[src/rtl/fbuf_arbiter.sv]
// rtl/fbuf_arbiter.sv - framebuffer RAM arbiter: display > clear sequencer > CPU
module fbuf_arbiter #(
    parameter int ADDR_W = 9,
    parameter int DATA_W = 16
) (
    input  logic              clk,
    input  logic              res,
    input  logic              disp_req,
    input  logic [ADDR_W-1:0] disp_addr,
    output logic [DATA_W-1:0] disp_data,
    input  logic              cpu_req,
    input  logic              cpu_we,
    input  logic [ADDR_W-1:0] cpu_addr,
    input  logic [DATA_W-1:0] cpu_wdata,
    output logic              cpu_ack,
    output logic [DATA_W-1:0] cpu_rdata,
    input  logic              clr_start,
    output logic              clr_busy,
    output logic              clr_done,
    output logic [ADDR_W-1:0] ram_addr,
    output logic              ram_we,
    output logic [DATA_W-1:0] ram_wdata,
    input  logic [DATA_W-1:0] ram_rdata
);

    typedef enum logic [1:0] {
        S_IDLE    = 2'd0,
        S_CPU_ACK = 2'd1,
        S_CLEAR   = 2'd2
    } state_t;

    state_t            state;
    logic [ADDR_W-1:0] clr_cnt;
    logic              ack_we;
    logic [DATA_W-1:0] rdata_q;
    logic              cpu_grant;
    logic              clr_grant;
    logic              clr_last;
    logic              mux_we;

    // The display reads straight from the RAM; it is always granted when it asks.
    assign disp_data = ram_rdata;

    assign clr_last = (clr_cnt == {ADDR_W{1'b1}});

    // Grant decision: display first, then an active clear, then a CPU request
    // presented in IDLE (a clr_start in the same cycle takes precedence).
    always_comb begin
        clr_grant = (state == S_CLEAR) && !disp_req;
        cpu_grant = (state == S_IDLE) && cpu_req && !disp_req && !clr_start;
    end

    // RAM port mux of the granted master; idle cycles park on the display address.
    always_comb begin
        ram_addr  = disp_addr;
        mux_we    = 1'b0;
        ram_wdata = '0;
        if (clr_grant) begin
            ram_addr  = clr_cnt;
            mux_we    = 1'b1;
            ram_wdata = '0;
        end else if (cpu_grant) begin
            ram_addr  = cpu_addr;
            mux_we    = cpu_we;
            ram_wdata = cpu_wdata;
        end
    end

    // No RAM write is issued in a reset cycle, so an aborted clear stops exactly
    // at the word it had reached.
    assign ram_we = mux_we & ~res;

    // Read data comes from the RAM during the ack cycle; write acks return the
    // written word, captured at grant time.
    assign cpu_rdata = (cpu_ack && !ack_we) ? ram_rdata : rdata_q;

    // Arbitration state machine with registered handshake outputs.
    always_ff @(posedge clk) begin
        if (res) begin
            state    <= S_IDLE;
            clr_cnt  <= '0;
            cpu_ack  <= 1'b0;
            ack_we   <= 1'b0;
            rdata_q  <= '0;
            clr_busy <= 1'b0;
            clr_done <= 1'b0;
        end else begin
            cpu_ack  <= 1'b0;
            clr_done <= 1'b0;
            case (state)
                S_IDLE: begin
                    if (clr_start) begin
                        state    <= S_CLEAR;
                        clr_busy <= 1'b1;
                    end else if (cpu_grant) begin
                        state   <= S_CPU_ACK;
                        cpu_ack <= 1'b1;
                        ack_we  <= cpu_we;
                        if (cpu_we) begin
                            rdata_q <= cpu_wdata;
                        end
                    end
                end
                S_CPU_ACK: begin
                    state <= S_IDLE;
                    if (!ack_we) begin
                        rdata_q <= ram_rdata;
                    end
                end
                S_CLEAR: begin
                    if (!disp_req) begin
                        clr_cnt <= clr_cnt + 1'b1;
                        if (clr_last) begin
                            state    <= S_IDLE;
                            clr_busy <= 1'b0;
                            clr_done <= 1'b1;
                        end
                    end
                end
                default: begin
                    state <= S_IDLE;
                end
            endcase
        end
    end

endmodule
[config.mk]
export PLATFORM = sky130hd
export DESIGN_NAME = fbuf_arbiter
export DESIGN_NICKNAME = d
export VERILOG_FILES = /design/src/rtl/fbuf_arbiter.sv
export SDC_FILE = /design/constraint.sdc
export NUM_CORES = 1
export LEC_CHECK = 0
export CORE_MARGIN = 2
export CORE_UTILIZATION = 30
export DETAILED_ROUTE_END_ITERATION = 12
export GPL_TIMING_DRIVEN = 0
export PLACE_DENSITY = 0.64
export SLEW_MARGIN = 20
export SYNTH_ARGS = -nofsm -noshare
export SYNTH_HDL_FRONTEND = slang
export SYNTH_SLANG_ARGS = --single-unit
[constraint.sdc]
create_clock -name clk -period 2.5 [get_ports clk]
set_input_delay 0.5 -clock clk [delete_from_list [all_inputs] [get_ports clk]]
set_output_delay 0.5 -clock clk [all_outputs]
set_load 0.005 [all_outputs]
# Yosys cells after proc, flatten, opt, wreduce, memory -nomap -nowiden
# Index checks and enable logic that the tools add are counted.
dict set report totals {
  reg_bits 31
  latch_bits 0
  ramBits 0
  mem_bits_ro 0
  inputBits 56
  out_inout_bits 61
  memories 0
}
dict set report classes {
  addsub 1
  multipliers 0
  n_div 0
  n_lt_le_gt_ge 0
  n_eq_ne 11
  n_shift 0
  muxes 23
  bitwise 6
  reduce_logical 18
}
# cell n
set op_table {}
lappend op_table {{$mux 16} 7}
lappend op_table {{$pmux 16 s2} 1}
lappend op_table {{$mux 9} 2}
lappend op_table {{$ne 2x2->1 const B} 7}
lappend op_table {{$add 9x1->9 const B} 1}
lappend op_table {{$eq 9x9->1 const B} 1}
lappend op_table {{$mux 2} 4}
lappend op_table {{$mux 1} 7}
lappend op_table {{$reduce_and 3->1} 2}
lappend op_table {{$reduce_or 3->1} 2}
lappend op_table {{$logic_and 1x1->1} 5}
lappend op_table {{$not 1->1} 5}
lappend op_table {{$reduce_and 5->1} 1}
lappend op_table {{$pmux 2 s2} 1}
lappend op_table {{$reduce_and 4->1} 1}
lappend op_table {{$reduce_bool 2->1} 2}
lappend op_table {{$logic_not 1->1} 3}
lappend op_table {{$ne 3x3->1 const B} 1}
lappend op_table {{$eq 2x1->1 const B} 1}
lappend op_table {{$eq 2x2->1 const B} 1}
lappend op_table {{$logic_not 2->1} 1}
lappend op_table {{$pmux 1 s2} 1}
lappend op_table {{$reduce_and 2->1} 1}
lappend op_table {{$and 1x1->1} 1}

# Logic depth before layout (Yosys ltp)
dict set report logic_depth {
  ltp_word 7
  mapped_depth 7
}

# Worst setup path after synthesis
# Ideal clock, no wire load.
dict set report synth_path {
  kind {input to output}
  startpoint {in disp_req}
  endpoint {out ram_addr[1]}
  t_arrival_ps 1518
  t_required_ps 2000
  slack_ps 482
  stages 6
  n_path_buf 3
  cell_sequence {or3b_1 > buf_2 > buf_2 > buf_1 > o22ai_1 > a21oi_1}
}
dict set report synth_via {
  elab_chain_cells 5
  word_cells_on_any_way 6
  cone_classes {2 x mux; 4 x reduce/logical}
}
# item line_no
set synth_lines {}
lappend synth_lines {{start: declaration} 8} ;# input logic disp_req,
lappend synth_lines {{$logic_not 1->1 *} -}
lappend synth_lines {{$logic_and 1x1->1 (2 in a row)} 50} ;# cpu_grant = (state == S_IDLE) && cpu_req && !disp_req && !clr_start;
lappend synth_lines {{$mux 9} 62} ;# end else if (cpu_grant) begin
lappend synth_lines {{$mux 9 *} 58} ;# if (clr_grant) begin
lappend synth_lines {{end: declaration} 20} ;# output logic [ADDR_W-1:0] ram_addr,
# Mark *: on every way between the ends. The rest lies on a longest branch, timed or not.

# Worst setup path in the final report
dict set report layout_path {
  startpoint {in clr_start}
  endpoint {out ram_wdata[6]}
}
dict set report layout_via {
  elab_chain_cells 4
}
# item line_no
set layout_lines {}
lappend layout_lines {{start: declaration} 17} ;# input logic clr_start,
lappend layout_lines {{$logic_not 1->1} 50}
lappend layout_lines {{$logic_and 1x1->1} 50}
lappend layout_lines {{$mux 16} 62}
lappend layout_lines {{$mux 16} 58}
lappend layout_lines {{end: declaration} 22} ;# output logic [DATA_W-1:0] ram_wdata,
# No other way between the ends.

==> results by group <==
Die
  • Die area: 7890 um^2
  • Starting density of the core: 31.4%
  • Die W: just under 90 um
  • Die height: roughly 90 um
  • Num rows: 30
  • IO Pins: between 100 and 150
  • Core area: between 6000 and 7000 um^2

Route
  • Drt drc: 0
  • First DRT Iteration DRCs: 85
  • Final WL: between 7 and 8 mm
  • DR WL/cell: 15.1 um
  • Post-DRT Antenna Nets: 0
  • Vias per cell: roughly 5.0
  • DRT Pass-1 Iters: 4
  • Via count: roughly 2.4k

CTS
  • Clock transition at path regs: ~0.06 ns
  • TritonCTS clock tree: built
  • Root buffer cell: clkbuf_8
  • CTS buffer count: 5
  • Max clock buf depth: 2
  • H-Tree Depth: 2
  • CTS Hold Buffers Added: 0
  • Clock Sinks: 31
  • Clock Latency Late Sink: roughly 0.28 ns

Cells and area
  • Final net count: around 440
  • Layout area overhead: 71.8%
  • # diodes: 0
  • Share of layout cells above drive strength 1: between 20% and 30%
  • Final Non-Filler Cells: 483
  • Layout fillers: around 670
  • Final core occ: 54.0%
  • Fin area: between 3000 and 4000 um^2

Setup path
  • Setup crit start kind: input port
  • Req. time, crit path: approximately 2.0 ns
  • CP Capture Type: primary output
  • WP data arrival: a little under 2 ns
  • Critical path class: in -> out
  • Crit-path max FO: 7

Power
  • PD cells: 359 nW/um^2
  • Switch Pwr: ~360 uW
  • Comb pwr share: 32.3%
  • Static Leakage: roughly 0.0015 uW
  • Int Pwr: about 970 uW
  • VDD IR max: roughly 0.00019 V
  • Clock share of power: 28.4%
  • Reg power frac: between 30% and 40%
  • Net Sw Frac: a little over a quarter

Yosys
  • Syn_nets: 308
  • Mapped Area: roughly 2200 um^2
  • Syn Inst Count: 250
  • Post-synthesis sequential area ratio: between 20% and 30%
  • Ys async rst share: 0%
  • Dominant cell type by area after synthesis: dfxtp_1
  • Unique masters post-synth: 32
  • Ys flop type: dfxtp_1
  • Leading post-synthesis cells by cell area: dfxtp_1, mux2i_1, a211oi_1, mux2_2, buf_4
  • Synth warn: 0
  • Syn Area/Cell: about 8.6 um^2
  • Post-synth EDFFs: 0
  • Top-area cell type share of the netlist area: 28.8%
  • FF+latch count, synth: 31

Global route
  • Vias in the first global route: 2330
  • Initial antenna violation count: 0
  • GRT overflow: 0
  • GRT Total Usage: a little under a fifth
  • First-pass GRT wire length: about 12 mm
  • Largest net degree at the start of global routing: 17

Placement
  • HPWL after DPL: 5.39 mm
  • Final GP Congestion: around 0.86
  • Dpl cells: 462
  • Placed standard-cell area: about 3400 um^2
  • Port Buf Inserts: 116

Timing
  • Worst Clk Skew: 0.00598 ns
  • RSZ-0062 raised after global routing: true
  • Clock period minus worst slack: about 2.5 ns
  • F_max: 404 MHz
  • # setup viols final: 0
  • Fin. Hold Viols: 0
  • Tightest Pin Transition: 0.534 ns
  • Final period util: 99.0%
  • Pins over their slew limit: 0
  • Slew HR: between 60% and 70%
  • Worst hold slack: 0.484 ns
  • Post-route setup TNS: 0 ns

Worst hold path
  • Worst hold path class: reg -> reg

Status
  • Outcome: finished clean

Run
  • Max_cap viols: 0
## synth_stat cells (2+ instances only)
cell	n
and3_1	16
nor2_1	5
mux2i_1	25
o21ai_0	5
or4_1	3
a211oi_1	32
dfxtp_1	31
inv_1	2
nor2b_1	3
mux2_2	16
a21oi_1	20
nor3_1	2
buf_2	7
buf_1	2
clkbuf_1	14
nor3b_2	3
o22ai_1	9
o31ai_1	3
buf_4	17
nand3_1	5
nand2_1	7
or3_1	12
ha_1	2
## timing repair
item                       in CTS  in global routing
setup endpoints to repair      36                 20
pin swaps                       2                  0
buffers inserted               11                  3
resized for setup              62                 10
## cells in the final DEF (no fill, tap or decap), drive strengths merged
cell type,count
clkbuf,20
nor3b,3
or3b,1
nor2b,3
nand2b,1
mux2,16
dfxtp,31
xor2,1
dlygate4sd2,20
inv,2
clkinv,1
a21bo,1
or3,12
o21ai,5
nor2,5
nand4,1
or2,1
a21oi,20
o31ai,3
nor3,2
nand2,7
clkdlybuf4s50,90
a211oi,32
ha,2
or4,3
and3,16
a21o,1
clkdlybuf4s15,4
nand3,5
o22ai,9
nor4b,1
buf,43
mux2i,25
## layout make-up
type / instances / area [um^2] / share of cell area (%)
sequential: 31 / 621 / 16.7
multi-input combinational: 176 / 1320 / 35.5
inverter: 2 / 7.51 / 0.202
tap: 96 / 120 / 3.24
timing repair buffer: 130 / 1240 / 33.6
clock buffer: 7 / 76.3 / 2.06
clock inverter: 1 / 5.00 / 0.135
buffer: 40 / 318 / 8.57
## critical path, stage by stage
cell             delay [ns]
clkdlybuf4s15_2        0.22
nor3b_4                0.36
clkbuf_8               0.24
and3_1                 0.16
clkdlybuf4s50_1        0.50
## routing by layer
| layer | up-vias | GRT usage [%] | share of wire, % |
|---|---|---|---|
| met5 | - | 0 | 0 |
| met4 | 0 | 5.51 | 1.3 |
| met3 | 7 | 3.17 | 5.3 |
| met2 | 74 | 30.9 | 49 |
| met1 | 1128 | 25.2 | 45 |
| li1 | 1200 | - | - |
## worst paths after layout
kind / to / slack (ns) / depth (start not counted) / from
setup / recovery: ram_wdata[6] / 0.02 / 5 / clr_start
hold / removal: clr_cnt[8] / 0.48 / 2 / clr_cnt[8]
setup reg to reg: rdata_q[12] / 0.66 / 7 / state[1]
hold reg to reg: clr_cnt[8] / 0.48 / 2 / clr_cnt[8]
## cells by family (layout without fill, tap and decap cells)
kind of cell,after synthesis,count (layout),share of synthesized area (%)
AO/OA/AOI/OAI,71,71,21.4
AND/OR/NAND/NOR,61,61,17.2
flip-flops,31,31,28.8
buffers and inverters,43,180,11.2
multiplexers,41,41,19.9
XOR/XNOR,1,1,0.406
adder cells (fa/ha/maj),2,2,1.16
## power groups by stage
stage	Clock [uW]	Sequential, uW	Combinational (uW)
floorplan	0	531	169
global placement	0	533	409
detailed placement	0	533	410
CTS	387	523	427
global route	415	525	466
finish	378	523	429
## stage by stage
stage	setup slack, ns	power [uW]
2_1_floorplan	0.482	700
3_3_place_gp	-0.862	942
3_5_place_dp	-0.809	944
4_1_cts	0.00250	1340
5_1_grt	-0.0483	1410
6_report	0.0241	1330
## registers in the layout, summed over array words and instances, names as in the netlist
name,flops
cpu_ack,1
clr_cnt,9
ack_we,1
state,2
clr_busy,1
rdata_q,16
clr_done,1
(Power assumes the default switching activity.)
